`config.mk`:
```
export PLATFORM = sky130hd
export DESIGN_NAME = slave_daq_ctrl
export DESIGN_NICKNAME = d
export VERILOG_FILES = /design/src/rtl/slave_daq_pkg.sv /design/src/rtl/slave_daq_ctrl_trig_sync_edge.sv /design/src/rtl/slave_daq_ctrl.sv
export SDC_FILE = /design/constraint.sdc
export NUM_CORES = 1
export LEC_CHECK = 0
export CAP_MARGIN = 20
export CELL_PAD_IN_SITES_DETAIL_PLACEMENT = 1
export CELL_PAD_IN_SITES_GLOBAL_PLACEMENT = 2
export CORE_ASPECT_RATIO = 0.5
export CORE_MARGIN = 8
export CORE_UTILIZATION = 25
export CTS_BUF_LIST = sky130_fd_sc_hd__clkbuf_4
export CTS_CLUSTER_DIAMETER = 60
export DETAILED_ROUTE_END_ITERATION = 6
export PLACE_DENSITY = 0.66
export SYNTH_ARGS = -nofsm -noshare
export SYNTH_HDL_FRONTEND = slang
export SYNTH_SLANG_ARGS = --single-unit
```
`constraint.sdc`:
```
create_clock -name Clk -period 4.51 [get_ports Clk]
set_input_delay 0.451 -clock Clk [delete_from_list [all_inputs] [get_ports Clk]]
set_output_delay 0.451 -clock Clk [all_outputs]
set_load 0.05 [all_outputs]
```
`src/rtl/slave_daq_pkg.sv`:
```
// -----------------------------------------------------------------------------
// slave_daq_pkg
// Shared definitions for the HARDROC acquisition sequencer:
//   - default timing/width parameters
//   - sequencer state encoding
//   - power-pulsing masks, bit order {A, D, ADC, DAC} (A is the MSB)
// Optional feature macro: SLAVE_DAQ_TRIG_TIMEOUT_EN adds the ABORT state.
// -----------------------------------------------------------------------------
package slave_daq_pkg;

   localparam int DEF_PWR_SETTLE_CYCLES = 1000;  // 25 us at 40 MHz
   localparam int DEF_RESET_LOW_CYCLES  = 4;
   localparam int DEF_CNT_W             = 16;

   typedef enum logic [2:0] {
      ST_IDLE       = 3'd0,
      ST_PWR_UP     = 3'd1,
      ST_RESET_CHIP = 3'd2,
      ST_ACQ        = 3'd3,
      ST_READOUT    = 3'd4
`ifdef SLAVE_DAQ_TRIG_TIMEOUT_EN
      , ST_ABORT    = 3'd5
`endif
   } daqState_t;

   // Power masks, {A, D, ADC, DAC}
   localparam logic [3:0] PWR_MASK_OFF     = 4'b0000;
   localparam logic [3:0] PWR_MASK_ON      = 4'b1111;
   localparam logic [3:0] PWR_MASK_READOUT = 4'b0101;  // analog and ADC off, digital and DAC kept up

   // Power mask driven while the sequencer sits in a given state
   function automatic logic [3:0] pwrMaskFor(input daqState_t st);
      logic [3:0] mask;
      case (st)
         ST_IDLE:       mask = PWR_MASK_OFF;
         ST_PWR_UP:     mask = PWR_MASK_ON;
         ST_RESET_CHIP: mask = PWR_MASK_ON;
         ST_ACQ:        mask = PWR_MASK_ON;
         ST_READOUT:    mask = PWR_MASK_READOUT;
`ifdef SLAVE_DAQ_TRIG_TIMEOUT_EN
         ST_ABORT:      mask = PWR_MASK_ON;
`endif
         default:       mask = PWR_MASK_OFF;
      endcase
      return mask;
   endfunction

endpackage

```
`src/rtl/slave_daq_ctrl_trig_sync_edge.sv`:
```
// -----------------------------------------------------------------------------
// trig_sync_edge
// 2-FF synchroniser followed by a rising-edge detector. The detector compares
// the synchronised level against its own registered copy, so riseOut is high
// for exactly one cycle per synchronised rising edge.
// Ports:
//   clk      in   clock of the destination domain
//   reset    in   synchronous, active-high
//   asyncIn  in   asynchronous input
//   syncOut  out  synchronised level
//   riseOut  out  one-cycle pulse on a synchronised rising edge
// -----------------------------------------------------------------------------
module trig_sync_edge (
   input  logic clk,
   input  logic reset,
   input  logic asyncIn,
   output logic syncOut,
   output logic riseOut
);

   // [0] metastability stage, [1] synchronised level, [2] delayed level
   logic [2:0] shift_r;

   // Synchroniser chain and edge-detector history register
   always_ff @(posedge clk) begin
      if (reset) begin
         shift_r <= 3'b000;
      end else begin
         shift_r <= {shift_r[1:0], asyncIn};
      end
   end

   assign syncOut = shift_r[1];
   assign riseOut = shift_r[1] & ~shift_r[2];

endmodule

```
`src/rtl/slave_daq_ctrl.sv`:
```
// -----------------------------------------------------------------------------
// slave_daq_ctrl
// Externally triggered acquisition sequencer for HARDROC front-end chips:
// power up, settle, chip reset, acquire until trigger or memory full, read out,
// repeat while SlaveAcq_Start stays high.
// Optional feature macro: SLAVE_DAQ_TRIG_TIMEOUT_EN (acquisition window limit
// via AcqTimeout and an ABORT state; otherwise AcqTimeout is ignored).
// Ports:
//   Clk, reset               clock, synchronous active-high reset
//   SlaveAcq_Start           level enable from the DAQ switcher
//   ExternalTrigger          asynchronous trigger (synchronised here)
//   CHIPSATB                 chip memory full, active-low, synchronous
//   EndReadout               readout finished
//   AcqTimeout               acquisition window limit, 0 = unlimited
//   SlaveDaq_PWR_ON_*        power-pulsing lines
//   SlaveDaq_RESET_B         chip reset, active-low
//   SlaveDaq_START_ACQ       acquisition window
//   SlaveDaq_StartReadout    one-cycle readout start pulse
//   SlaveDaq_Busy            high outside IDLE
//   TriggerCount             accepted triggers (wraps)
//   AcqCycleCount            completed readouts (wraps)
// All outputs are registered from the current state, so they lag the state
// register by one cycle.
// -----------------------------------------------------------------------------
module slave_daq_ctrl
   import slave_daq_pkg::*;
#(
   parameter int PWR_SETTLE_CYCLES = DEF_PWR_SETTLE_CYCLES,
   parameter int RESET_LOW_CYCLES  = DEF_RESET_LOW_CYCLES,
   parameter int CNT_W             = DEF_CNT_W
) (
   input  logic             Clk,
   input  logic             reset,
   input  logic             SlaveAcq_Start,
   input  logic             ExternalTrigger,
   input  logic             CHIPSATB,
   input  logic             EndReadout,
   input  logic [15:0]      AcqTimeout,
   output logic             SlaveDaq_PWR_ON_A,
   output logic             SlaveDaq_PWR_ON_D,
   output logic             SlaveDaq_PWR_ON_ADC,
   output logic             SlaveDaq_PWR_ON_DAC,
   output logic             SlaveDaq_RESET_B,
   output logic             SlaveDaq_START_ACQ,
   output logic             SlaveDaq_StartReadout,
   output logic             SlaveDaq_Busy,
   output logic [CNT_W-1:0] TriggerCount,
   output logic [CNT_W-1:0] AcqCycleCount
);

   localparam logic [31:0]      SETTLE_LAST = 32'(PWR_SETTLE_CYCLES - 1);
   localparam logic [31:0]      RESET_LAST  = 32'(RESET_LOW_CYCLES - 1);
   localparam logic [CNT_W-1:0] CNT_ONE     = {{(CNT_W-1){1'b0}}, 1'b1};

   daqState_t        state_r;
   daqState_t        nextState_s;
   logic [31:0]      timer_r;
   logic             trigRise_s;
   logic             unusedTrigLevel_s;

   logic [3:0]       pwrMask_r;
   logic             resetB_r;
   logic             startAcq_r;
   logic             startReadout_r;
   logic             busy_r;
   logic             inReadoutPrev_r;
   logic [CNT_W-1:0] trigCnt_r;
   logic [CNT_W-1:0] acqCnt_r;

   trig_sync_edge uTrigSync (
      .clk     (Clk),
      .reset   (reset),
      .asyncIn (ExternalTrigger),
      .syncOut (unusedTrigLevel_s),
      .riseOut (trigRise_s)
   );

`ifdef SLAVE_DAQ_TRIG_TIMEOUT_EN
   // ">=" so that lowering AcqTimeout mid-window still terminates it promptly
   logic acqTimeoutHit_s;
   assign acqTimeoutHit_s = (AcqTimeout != 16'd0) &&
                            (timer_r >= ({16'd0, AcqTimeout} - 32'd1));
`else
   logic unusedAcqTimeout_s;
   assign unusedAcqTimeout_s = ^AcqTimeout;
`endif

   // Next-state decode; a dropped enable aborts every state except READOUT
   always_comb begin
      nextState_s = state_r;
      case (state_r)
         ST_IDLE: begin
            if (SlaveAcq_Start) nextState_s = ST_PWR_UP;
            else                nextState_s = ST_IDLE;
         end
         ST_PWR_UP: begin
            if (!SlaveAcq_Start)             nextState_s = ST_IDLE;
            else if (timer_r == SETTLE_LAST) nextState_s = ST_RESET_CHIP;
            else                             nextState_s = ST_PWR_UP;
         end
         ST_RESET_CHIP: begin
            if (!SlaveAcq_Start)            nextState_s = ST_IDLE;
            else if (timer_r == RESET_LAST) nextState_s = ST_ACQ;
            else                            nextState_s = ST_RESET_CHIP;
         end
         ST_ACQ: begin
            if (!SlaveAcq_Start)               nextState_s = ST_IDLE;
            else if (trigRise_s || !CHIPSATB)  nextState_s = ST_READOUT;
`ifdef SLAVE_DAQ_TRIG_TIMEOUT_EN
            else if (acqTimeoutHit_s)          nextState_s = ST_ABORT;
`endif
            else                               nextState_s = ST_ACQ;
         end
         ST_READOUT: begin
            if (EndReadout) nextState_s = SlaveAcq_Start ? ST_PWR_UP : ST_IDLE;
            else            nextState_s = ST_READOUT;
         end
`ifdef SLAVE_DAQ_TRIG_TIMEOUT_EN
         ST_ABORT: begin
            if (!SlaveAcq_Start) nextState_s = ST_IDLE;
            else                 nextState_s = ST_RESET_CHIP;
         end
`endif
         default: nextState_s = ST_IDLE;
      endcase
   end

   // State register plus shared dwell timer, cleared on every state change
   always_ff @(posedge Clk) begin
      if (reset) begin
         state_r <= ST_IDLE;
         timer_r <= 32'd0;
      end else begin
         state_r <= nextState_s;
         if ((nextState_s != state_r) || (state_r == ST_IDLE)) begin
            timer_r <= 32'd0;
         end else begin
            timer_r <= timer_r + 32'd1;
         end
      end
   end

   // Registered chip-control outputs derived from the current state
   always_ff @(posedge Clk) begin
      if (reset) begin
         pwrMask_r       <= PWR_MASK_OFF;
         resetB_r        <= 1'b1;
         startAcq_r      <= 1'b0;
         startReadout_r  <= 1'b0;
         busy_r          <= 1'b0;
         inReadoutPrev_r <= 1'b0;
      end else begin
         pwrMask_r       <= pwrMaskFor(state_r);
         resetB_r        <= (state_r != ST_RESET_CHIP);
         startAcq_r      <= (state_r == ST_ACQ);
         busy_r          <= (state_r != ST_IDLE);
         inReadoutPrev_r <= (state_r == ST_READOUT);
         // Pulse only in the first READOUT cycle
         startReadout_r  <= (state_r == ST_READOUT) && !inReadoutPrev_r;
      end
   end

   // Trigger and readout counters; a trigger counts only when it ends the window
   always_ff @(posedge Clk) begin
      if (reset) begin
         trigCnt_r <= {CNT_W{1'b0}};
         acqCnt_r  <= {CNT_W{1'b0}};
      end else begin
         if ((state_r == ST_ACQ) && (nextState_s == ST_READOUT) && trigRise_s) begin
            trigCnt_r <= trigCnt_r + CNT_ONE;
         end else begin
            trigCnt_r <= trigCnt_r;
         end
         if ((state_r == ST_READOUT) && EndReadout) begin
            acqCnt_r <= acqCnt_r + CNT_ONE;
         end else begin
            acqCnt_r <= acqCnt_r;
         end
      end
   end

   assign SlaveDaq_PWR_ON_A     = pwrMask_r[3];
   assign SlaveDaq_PWR_ON_D     = pwrMask_r[2];
   assign SlaveDaq_PWR_ON_ADC   = pwrMask_r[1];
   assign SlaveDaq_PWR_ON_DAC   = pwrMask_r[0];
   assign SlaveDaq_RESET_B      = resetB_r;
   assign SlaveDaq_START_ACQ    = startAcq_r;
   assign SlaveDaq_StartReadout = startReadout_r;
   assign SlaveDaq_Busy         = busy_r;
   assign TriggerCount          = trigCnt_r;
   assign AcqCycleCount         = acqCnt_r;

endmodule

```
# After elaboration in Yosys (flattened, before gate mapping)
# Index checks and enable logic that the tools add are counted.
# word_totals
register_bits	79
in_bits	22
out_inout_bits	40
wordCells	47
# op_classes
n_addsub	3
n_eq_ne	9
mux	10
bitwise	2
reduce_logical	12
# ops
cell	count
adder 16 x 1 -> 16 bit, second input constant	2
adder 32 x 1 -> 32 bit, second input constant	1
equality test 32 x 10 -> 1 bit, second input constant	1
equality test 32 x 2 -> 1 bit, second input constant	1
case mux 3 bit (5 select lines)	1
two-way mux 3 bit	3
case mux 4 bit (2 select lines)	1
equality test 3 x 2 -> 1 bit, second input constant	2
equality test 3 bit, second input constant	2
two-way mux 2 bit	3
logical AND 1 bit	4
equality test 3 x 1 -> 1 bit, second input constant	1
logical NOT 3 bit	1
!= test 3 x 2 -> 1 bit, second input constant	1
!= test 3 bit	1
nonzero test 3 bit	1
OR reduction 3 bit	1
logical NOT 1 bit	2
logical OR 1 bit	2
two-way mux 1 bit	2
OR reduction 2 bit	1
AND 1 bit	1
NOT 1 bit	1

# Depth between registers and ports, before layout
# Gate-level depths: netlist of the first run.
# logic_depth
ltp_word	9
ltp_mapped	7
mapped_depth_nobuf	6

# Modules after synthesis
# From an unflattened synthesis of the first run, not the netlist that was laid out.
# hier_totals
cells_unflattened	465
hier_area_um2	4040.1
# modules_own_cells
module	n_inst	cells_each	area_per_inst_um2	seq_area_each_um2
slave_daq_ctrl	1	458	3952.5	1481.4
trig_sync_edge	1	7	87.6	60.1

# Least setup slack after synthesis of the first run
# No wires, ideal clock.
# synth_path
path_kind	register -> register
startpoint	reg trigCnt_r[8], in the netlist TriggerCount[8]
endpoint	reg trigCnt_r[15], in the netlist TriggerCount[15]
setup_ps	71
t_arrival_ps	1903
required_ps	4439
path_slack_ps	2536
path_stages_with_launch	6
n_path_buf	0
period_less_slack_ps	1974
path_cell_list	dfxtp_1 > and4_1 > nand3_1 > or3_1 > or3_1 > a21oi_1
# synth_between
elab_chain_len	1
# synth_rtl
item	line_no	text
from (decl)	slave_daq_ctrl.sv:67	logic [CNT_W-1:0] trigCnt_r;
from (signal assigned)	slave_daq_ctrl.sv:166	trigCnt_r <= {CNT_W{1'b0}};
from (signal assigned)	slave_daq_ctrl.sv:170	trigCnt_r <= trigCnt_r + CNT_ONE;
from (signal assigned)	slave_daq_ctrl.sv:172	trigCnt_r <= trigCnt_r;
adder 16 x 1 -> 16 bit	slave_daq_ctrl.sv:170	
# Every way passes these cells.
# A chain may end at the register's enable or synchronous reset.

# Final worst setup path of the first run
# layout_path
startpoint	reg state_r[0]
endpoint	reg trigCnt_r[13], in the netlist TriggerCount[13]
# layout_between
elab_chain_len	5
word_cells_on_any_way	9
cone_classes	eq/ne: 5; mux: 1; reduce/logical: 3
# layout_rtl
item	line_no	text
from (decl)	slave_daq_ctrl.sv:55	daqState_t state_r;
from (signal assigned)	slave_daq_ctrl.sv:134	state_r <= nextState_s;
equality test 3 bit (tied with other cells)	slave_daq_ctrl.sv:91	case (state_r)
case mux 3 bit (5 select lines)	slave_daq_ctrl.sv:91	
equality test 3 bit	slave_daq_ctrl.sv:169	if ((state_r == ST_ACQ) && (nextState_s == ST_READOUT) && trigRise_s) begin
logical AND 1 bit * (2 in a row)	slave_daq_ctrl.sv:169	
# Mark *: on every way between the ends. The rest lies on a longest branch, timed or not.

==> results of run 1 <==
==> worst max-delay path by stage <==
stage                     slack, ns  cells after the start                       endpoint                          from
after floorplan                2.54                      5  TriggerCount[15]$_SDFFE_PP0P_  TriggerCount[8]$_SDFFE_PP0P_
after global placement         1.73                      6   TriggerCount[9]$_SDFFE_PP0P_                SlaveAcq_Start
after detailed placement       1.70                      6  TriggerCount[13]$_SDFFE_PP0P_                SlaveAcq_Start
after CTS                      2.10                      5  TriggerCount[13]$_SDFFE_PP0P_         state_r[1]$_SDFF_PP0_
after global routing           1.91                      5  TriggerCount[13]$_SDFFE_PP0P_         state_r[0]$_SDFF_PP0_
final                          2.16                      5  TriggerCount[13]$_SDFFE_PP0P_         state_r[0]$_SDFF_PP0_
==> synth_stat cells (all sizes together) (2+ instances only) <==
master,n
clkbuf,6
and4,5
and4b,2
or3,11
nand2b,3
nor3,19
inv,5
nor4,7
and2,2
nand4,20
a21o,2
xnor2,16
o21ai,11
nand2,24
a21oi,15
nor2,69
and3,7
nand3,27
nor2b,7
dfxtp,77
buf,12
ha,3
mux2i,2
xor2,34
==> area by class of cell <==
cell class | instances | area (µm²) | area share
multi-input combinational | 295 | 1772 | 0.4228
clock buffer | 10 | 75.07 | 0.01792
tap | 176 | 220.2 | 0.05255
timing repair buffer | 46 | 452.9 | 0.1081
inverter | 5 | 18.77 | 0.004479
sequential | 77 | 1541 | 0.3679
clock inverter | 6 | 110.1 | 0.02628
==> per-layer routing <==
| metal | up-vias | track usage | part of all wire |
|---|---|---|---|
| li1 | 1436 | - | - |
| met1 | 1334 | 0.1292 | 0.52 |
| met2 | 32 | 0.1579 | 0.43 |
| met3 | 9 | 0.03671 | 0.042 |
| met4 | 0 | 0.03256 | 0.012 |
| met5 | - | 0 | 0 |
==> through the flow <==
stage	instance area (µm²)	cells	hold WS [ns]	utilization	worst slack, ns
after floorplan	3417	395	0.3748	-	2.536
after global routing	4190	615	0.4306	0.3118	1.905
final	4190	615	0.4085	0.3118	2.155
after detailed placement	4005	599	0.3932	0.2980	1.701
after global placement	4005	599	0.3799	0.2980	1.725
after CTS	4190	615	0.4123	0.3118	2.105
==> state kept, by name, indices dropped and copies added, names as in the netlist <==
name	cells
TriggerCount	16
SlaveDaq_Busy	1
SlaveDaq_START_ACQ	1
inReadoutPrev_r	1
SlaveDaq_RESET_B	1
SlaveDaq_StartReadout	1
pwrMask_r	2
state_r	3
AcqCycleCount	16
uTrigSync.shift_r	3
timer_r	32
==> power groups by stage <==
stage,clock network (mW),registers [mW],logic [mW]
after detailed placement,0,0.704,0.0444
after floorplan,0,0.706,0.0264
after CTS,0.570,0.689,0.0444
after global routing,0.600,0.690,0.0478
after global placement,0,0.704,0.0442
final,0.544,0.689,0.0428
==> critical path: cells and delay by family (launching register included) <==
kind	cells	cell delay (ns)
DFF	1	0.58
and+or+nand+nor	4	1.55
AOI/OAI and AO/OA	1	0.15
==> kinds of logic (layout without fill, tap and decap cells) <==
group                      after synthesis  count (layout)  synth area share
DFF                                     77              77            0.4511
muxes                                    2               2          0.005859
xor gates and xnor gates                50              50            0.1282
AOI/OAI and AO/OA                       31              31           0.05053
buffers and inverters                   23              67           0.03039
and+or+nand+nor                        209             209            0.3230
adders and majority gates                3               3           0.01099
==> metrics.cfg, run 1 <==
[place]
globalplace.congestion=0.7147
io_buffers=45
dp_hpwl_um=6028

[timing]
clock_skew_ns=0.02438
post-route-period-util=0.5222
min_period_ns=2.355
hold_viol=0
tightest_slew_ns=0.9730
max_slew_margin=0.3454
rsz0062_at_grt=false
setup_violations=0
timing.final.max_slew_violations=0
fmax_mhz=424.6
fin_tns_setup_ns=0

[global_routing]
overflow=0
antenna_found_initial=0
grt_usage=0.1016
grt_max_degree=46
grt_pass1_wl_um=14900
grt_pass1_vias=2925

[critical_path]
path_cells=and4b_1, nor2b_1, nand3_1, or3_1, a21oi_1
critPathLaunchType=register
rr_startpoint=state_r[0]$_SDFF_PP0_
arrival_ns=2.72
crit_slowest_cell=dfxtp_1
end_kind=register
crit_required_ns=4.87
reg2reg_to=TriggerCount[13]$_SDFFE_PP0P_
r2r_cells=5
path_max_fanout=12
crit_type=register to register
cpPeakStageDelay_ns=0.58
ff2ff_setup_slack_ns=2.16

[logic_synthesis]
yosysTopAreaCell=dfxtp_1
synth_nets=420
syn_inst=395
synth.avg_cell_area_um2=8.651
netlist_area_um2=3417
synth_warnings=0
ys_async_sr_fraction=0
yosys-top-cells-area=dfxtp_1 (45%), xor2_1 (8.7%), nor2_1 (7.6%)
synth-edff-count=0
yosysTopAreaCellShare=0.4511
ys.flop_type=dfxtp_1
synth_cell_types=40
synth_seq_area_share=0.4511
ys_ff_latch=77

[drt]
via_per_inst=4.571
num_vias=2811
final_antenna_net_count=0
first_pass_iters=4
drt_first_iter_violations=100
wire_per_inst_um=13.77
drc=0
drt_wl_total_um=8470

[power]
p_leak_nw=1.385
totalPowerFinal_mw=1.275
peakVddDrop_mv=0.1250
pwr-share-clk=0.426
switching_share=0.2274
p_switching_mw=0.2900
intPower_mw=0.9854
p_seq_frac=0.540
p_per_area_nw_per_um2=304.4
comb_power_share=0.034

[clock_tree]
insertion_delay_ns=0.44
clk_pin_slew_ns=0.14
postCtsSetupBuffers=0
ctsResizeCount=0
hold_buffers=0
tritoncts=built
clock-root-buffer=clkbuf_4
htreeDepth=3
numClockSinks=77
numCtsBuffers=9
cts_max_path_buffers=2

[die]
die_h_um=98.67
die_area_um2=17890
initial_core_util=0.2543
dieWidth_um=181.3
io_pins=62
rows=30
core-area_um2=13440

[final_layout]
fill_cells=1581
antenna_cells=0
syn_to_final_growth_pct=22.63
num-nets-final=459
drive_above_1_share=0.06150
final_common_cell=dfxtp_1
final_cell_mix=dfxtp_1 (77), nor2_1 (69), clkdlybuf4s50_1 (44)

[worst_hold_path]
min_from=inReadoutPrev_r$_SDFF_PP0_
hold_path_class=register to register
hold_end=SlaveDaq_StartReadout$_SDFF_PP0_
holdPathStages=1

[outcome]
status=complete, no violations

[run]
timing.max_cap.violations=0

Note: power is estimated with default switching activity, not from simulation.
==> run 2, diff against run 1 <==
--- a/config.mk
+++ b/config.mk
@@ -14,7 +14,7 @@
 export CTS_BUF_LIST = sky130_fd_sc_hd__clkbuf_4
 export CTS_CLUSTER_DIAMETER = 60
 export DETAILED_ROUTE_END_ITERATION = 6
-export PLACE_DENSITY = 0.66
+export PLACE_DENSITY = 0.68
 export SYNTH_ARGS = -nofsm -noshare
 export SYNTH_HDL_FRONTEND = slang
 export SYNTH_SLANG_ARGS = --single-unit
==> constraint.sdc (replaced) <==
create_clock -name Clk -period 2 [get_ports Clk]
set_input_delay 0.2 -clock Clk [delete_from_list [all_inputs] [get_ports Clk]]
set_output_delay 0.2 -clock Clk [all_outputs]
set_load 0.05 [all_outputs]
==> metrics.cfg, run 2 (synthesized netlist as in run 1, its figures left out) <==
[outcome]
status=complete, no violations  ; unchanged

[final_layout]
num-nets-final=484  ; was 459
final_cell_mix=dfxtp_1 (77), nor2_1 (69), clkdlybuf4s50_1 (37)  ; was dfxtp_1 (77), nor2_1 (69), clkdlybuf4s50_1 (44)
antenna_cells=0  ; unchanged
final_common_cell=dfxtp_1  ; unchanged
drive_above_1_share=0.1080  ; was 0.06150
syn_to_final_growth_pct=27.21  ; was 22.63%
largest_register=timer_r  ; unchanged
largest_reg_flops=32  ; unchanged

[timing]
max_slew_margin=0.6546  ; was 0.3454
fin_tns_setup_ns=0  ; unchanged
clock_skew_ns=0.01479  ; was 0.02438 ns
setup_violations=0  ; unchanged
fin_ws_ns=0.09481  ; was 2.155 ns
fmax_mhz=524.9
post-route-period-util=0.9526
hold_viol=0  ; unchanged
rsz0062_at_grt=false  ; unchanged
timing.final.max_slew_violations=0  ; unchanged
tightest_slew_ns=0.5165  ; was 0.9730 ns
min_period_ns=1.905

[place]
globalplace.congestion=0.6984  ; was 0.7147
pre_cts_ws_ns=0.008781  ; was 1.701 ns
dp_hpwl_um=6359  ; was 6028 µm
io_buffers=45  ; unchanged

[drt]
via_per_inst=4.603  ; was 4.571
drt_first_iter_violations=101  ; was 100
final_antenna_net_count=0  ; unchanged
drc=0  ; unchanged
wl_met3_um=301  ; was 352 µm
wire_per_inst_um=13.43  ; was 13.77 µm
wl_met2_um=3892  ; was 3646 µm
drt_wl_total_um=8584  ; was 8470 µm
num_vias=2941  ; was 2811
wl_met1_um=4296  ; was 4368 µm
dr.max_layer_used=met4  ; unchanged
first_pass_iters=4  ; unchanged

[critical_path]
cp.depth=1  ; was 5
arrival_ns=1.71  ; was 2.72 ns
r2r_cells=5  ; unchanged
crit_required_ns=1.80  ; was 4.87 ns
critPathLaunchType=register  ; unchanged
cpPeakStageDelay_ns=0.84  ; was 0.58 ns
path_cells=clkdlybuf4s50_1  ; was and4b_1, nor2b_1, nand3_1, or3_1, a21oi_1
critPathTopFamily=buffers and inverters  ; was simple AND/OR/NAND/NOR gates
path_max_fanout=4  ; was 12
crit_buf_inv=1  ; was 0
end_kind=primary output  ; was register
crit_type=register to primary output  ; was register to register
crit_slowest_cell=clkdlybuf4s50_1  ; was dfxtp_1

[clock_tree]
tritoncts=built  ; unchanged
postCtsSetupBuffers=0  ; unchanged
insertion_delay_ns=0.42  ; was 0.44 ns
clock-root-buffer=clkbuf_4  ; unchanged
clk_pin_slew_ns=0.13  ; was 0.14 ns
htreeDepth=3  ; unchanged
numClockSinks=77  ; unchanged
hold_buffers=0  ; unchanged
numCtsBuffers=9  ; unchanged
cts_max_path_buffers=2  ; unchanged

[global_routing]
grt_usage=0.1004  ; was 0.1016
overflow=0  ; unchanged
grt_pass1_wl_um=14860  ; was 14900 µm
antenna_found_initial=0  ; unchanged
grt_pass1_vias=3058  ; was 2925
grt_max_degree=39  ; was 46

[power]
peakVddDrop_mv=0.2727  ; was 0.1250 mV
p_per_area_nw_per_um2=596.8  ; was 304.4 nW/µm²
p_leak_nw=1.609  ; was 1.385 nW

[die]
die_h_um=98.67  ; unchanged
dieWidth_um=181.3  ; unchanged
rows=30  ; unchanged
initial_core_util=0.2543  ; unchanged
core-area_um2=13440  ; unchanged
io_pins=62  ; unchanged
die_area_um2=17890  ; unchanged

[worst_hold_path]
holdPathStages=2  ; was 1
hold_path_class=input port to register  ; was register to register

[run]
timing.max_cap.violations=0  ; unchanged

run 2: metal layers:
layer | global-route usage | up-vias
met2 | 0.1619 | 26
met3 | 0.03414 | 7
met5 | 0 | -
li1 | - | 1487
met1 | 0.1253 | 1421
met4 | 0.03006 | 0
run 2: area by class of cell:
class	count	area, µm²
Multi-Input combinational cell	295	1772
Fill cell	1584	9091
Timing Repair Buffer	71	666.9
Sequential cell	77	1541
Clock inverter	5	52.55
Inverter	5	18.77
Tap cell	176	220.2
Clock buffer	10	75.07
run 2: worst paths after layout:
path	start	to	slack [ns]
worst max-delay path	AcqCycleCount[13]$_SDFFE_PP0P_	AcqCycleCount[13]	0.09
worst min-delay path	reset	AcqCycleCount[2]$_SDFFE_PP0P_	0.05
worst max register to register	timer_r[8]$_SDFF_PP0_	timer_r[23]$_SDFF_PP0_	0.12
worst min register to register	inReadoutPrev_r$_SDFF_PP0_	SlaveDaq_StartReadout$_SDFF_PP0_	0.40
run 2: power by group:
group	switching, mW	total (mW)	internal (mW)	leakage (nW)
combinational	0.0710	0.113	0.0422	0.924
clock	0.551	0.932	0.381	0.0636
sequential	0.00657	1.55	1.54	0.621
run 2: what timing repair did:
item | CTS | global route
setup endpoints to repair | 1 | 6
cloned | 0 | 0
resized for setup | 1 | 6
run 2: metrics by stage:
step | hold slack (ns) | power [mW] | util | instance area, µm² | std cells
after floorplan | 0.3282 | 1.653 | - | 3417 | 395
after global placement | 0.3813 | 1.700 | 0.3129 | 4205 | 624
after detailed placement | 0.3859 | 1.700 | 0.3129 | 4205 | 624
after CTS | 0.01368 | 2.656 | 0.3223 | 4332 | 639
after global routing | 0.02033 | 2.729 | 0.3235 | 4347 | 639
final | 0.04945 | 2.594 | 0.3235 | 4347 | 639
==> RTL edit: new RTL, config.mk and constraints of run 1 <==
The option `SLAVE_DAQ_TRIG_TIMEOUT_EN` is turned on by a define.
--- a/src/rtl/slave_daq_pkg.sv
+++ b/src/rtl/slave_daq_pkg.sv
@@ -8,2 +8,4 @@
 // -----------------------------------------------------------------------------
+`define SLAVE_DAQ_TRIG_TIMEOUT_EN
+
 package slave_daq_pkg;
Formal check against the unedited RTL: no difference found for any inputs over 10 cycles, from zero or initial values and one cycle with reset high; that may be too few to reach the edited logic, so the function may still have changed.
==> RTL edit against run 1 <==
Sequential cell count stayed put; register-to-register slack worse by 0.27 ns; die area is 23% higher; total power is 11% lower; cell area is 26% higher; routed wire length is 37% higher; worst setup slack worse by 1.5 ns; area after synthesis is 26% higher; critical endpoint is now timer_r[26]; synthesized cell count is 28% higher; largest cell class unchanged.
==> RTL edit: results (changes against run 1) <==
- Status: complete, no violations
- HP Class: flip-flop to flip-flop
- Initial antenna violation count: 0 (unchanged)
- Synth Area in Adders: 10.7% (+9.6 points)
- Layout cells sized above 1: 5.05% (-1.1 points)
- Ant. Diodes: 0 (unchanged)
- Critical path arrival: 4.17 ns (+1.45 ns)
- Fin nets: 629 (+37%)
- Synth area leaders: dfxtp_1 36%, ha_1 11%, xor2_1 7.9%
- Dpl hpwl: 9030 um (+50%)
- Maximum vdd drop: 0.0824 mV (-34%)
- Pin count of the biggest net entering global routing: 47 (+2.2%)
- Placed Instances: 793 (+32%)
- Multiplexer share of the synthesized area: 0.811% (+0.23 points)
- DR vias: 3,683 (+31%)
- 1st-pass router iterations: 4 (unchanged)
- Gr usage total: 10.9% (+0.74 points)
- Synth async-reset ratio: 0% (unchanged)
- Top reg by flops: timer_r
- Synth unique cells: 46 (+15%)
- Commonest cells in the netlist: 83 x nor2_1, 77 x dfxtp_1, 40 x nand2_1
- GRT met2 Usage: 17.0% (+1.2 points)
- Worst clock skew: 0.0211 ns (-0.00327 ns)
- Gpl congestion: 0.704 (-1.4%)
- Synth Area in XOR/XNOR: 14.0% (+1.2 points)
- Lkg Pwr: 1.88 nW (+36%)
- Setup WS pre-CTS: 0.154 ns (-1.55 ns)
- Global Route met1 Usage: 14.9% (+2.0 points)
- Non-filler instance count after layout: 808 (+31%)
- CP Max Fanout: 16 (+4)
- PortBufs: 61 (+36%)
- Post-Syn Nets: 566 (+35%)
- Filler instances: 2,032 (+29%)
- CTS resizes: 0 (unchanged)
- Seq/Total Area, Yosys: 35.7% (-9.4 points)
- Slew HR: 42.6% (+8.0 points)
- Number of DRC markers in iteration 0: 115 (+15%)
- Met3 usage: 2.91% (-0.76 points)
- Routed WL: 11,600 um (+37%)
- Post-synthesis compound-gate area fraction: 7.12% (+2.1 points)
- CTS Buf Count: 9 (unchanged)
- Syn Area/Cell: 8.52 um2 (-1.5%)
- First-pass GRT wire length: 19,600 um (+32%)
[RTL edit: cell types whose count changed in the layout (fill, tap and decap cells not counted), sizes merged, moves of 6 or more]
cell | run 1 | this run
ha | 3 | 37
nor3 | 19 | 13
nand2 | 24 | 40
inv | 6 | 12
and3 | 7 | 16
clkdlybuf4s50 | 44 | 60
nor4 | 7 | 13
xnor2 | 16 | 30
nor2 | 69 | 83
[RTL edit: report_power, final]
group | switching, mW | total [mW] | internal (mW)
Sequential | 0.00383 | 0.688 | 0.684
Clock | 0.257 | 0.366 | 0.109
Combinational | 0.0477 | 0.0858 | 0.0381
[RTL edit: critical path, cell delays in order]
cell and delay (ns):
clkdlybuf4s50_1 0.49, or4_1 0.63, nor4_2 0.26, nor2b_1 0.20, nand2b_1 0.07, buf_4 0.20, ha_1 0.33, nand4_1 0.16
nor4_1 0.40, nand3_1 0.14, and4b_1 0.26, o31ai_4 0.24, buf_4 0.25, nor2_1 0.07
[RTL edit: cell type report]
class / instances / share of cell area, %
Clock buffer: 9 / 1.28
Clock inverter: 6 / 0.735
Inverter: 11 / 0.783
Multi-Input combinational cell: 405 / 50.2
Sequential cell: 77 / 29.2
Tap cell: 234 / 5.55
Timing Repair Buffer: 66 / 12.2
[RTL edit: final timing paths]
check             slack [ns]                    end  depth (start not counted)       startpoint
hold reg to reg         0.41  SlaveDaq_StartReadout                          1  inReadoutPrev_r
hold / removal          0.41  SlaveDaq_StartReadout                          1  inReadoutPrev_r
setup reg to reg        1.89            timer_r[26]                          9       timer_r[0]
setup / recovery        0.65            timer_r[26]                         14    AcqTimeout[8]
[RTL edit: logic make-up (layout without fill, tap and decap cells)]
kind of cell             Yosys count  in the layout
AND/OR/NAND/NOR                  248            248
adder cells (fa/ha/maj)           37             37
flip-flops                        77             77
buffers and inverters             25             92
AO/OA/AOI/OAI                     48             48
multiplexers                       3              3
XOR/XNOR                          69             69
[RTL edit: stage by stage]
step	cell area, um2	utilization [%]
floorplan	4320	-
global placement	5170	30.1
detailed placement	5170	30.1
CTS	5270	30.8
global route	5270	30.8
finish	5270	30.8
[RTL edit: per-layer routing]
| metal | vias up | routed length [um] |
|---|---|---|
| li1 | 1894 | - |
| met1 | 1745 | 6050 |
| met2 | 36 | 5020 |
| met3 | 8 | 385 |
| met4 | 0 | 109 |
| met5 | - | 0 |
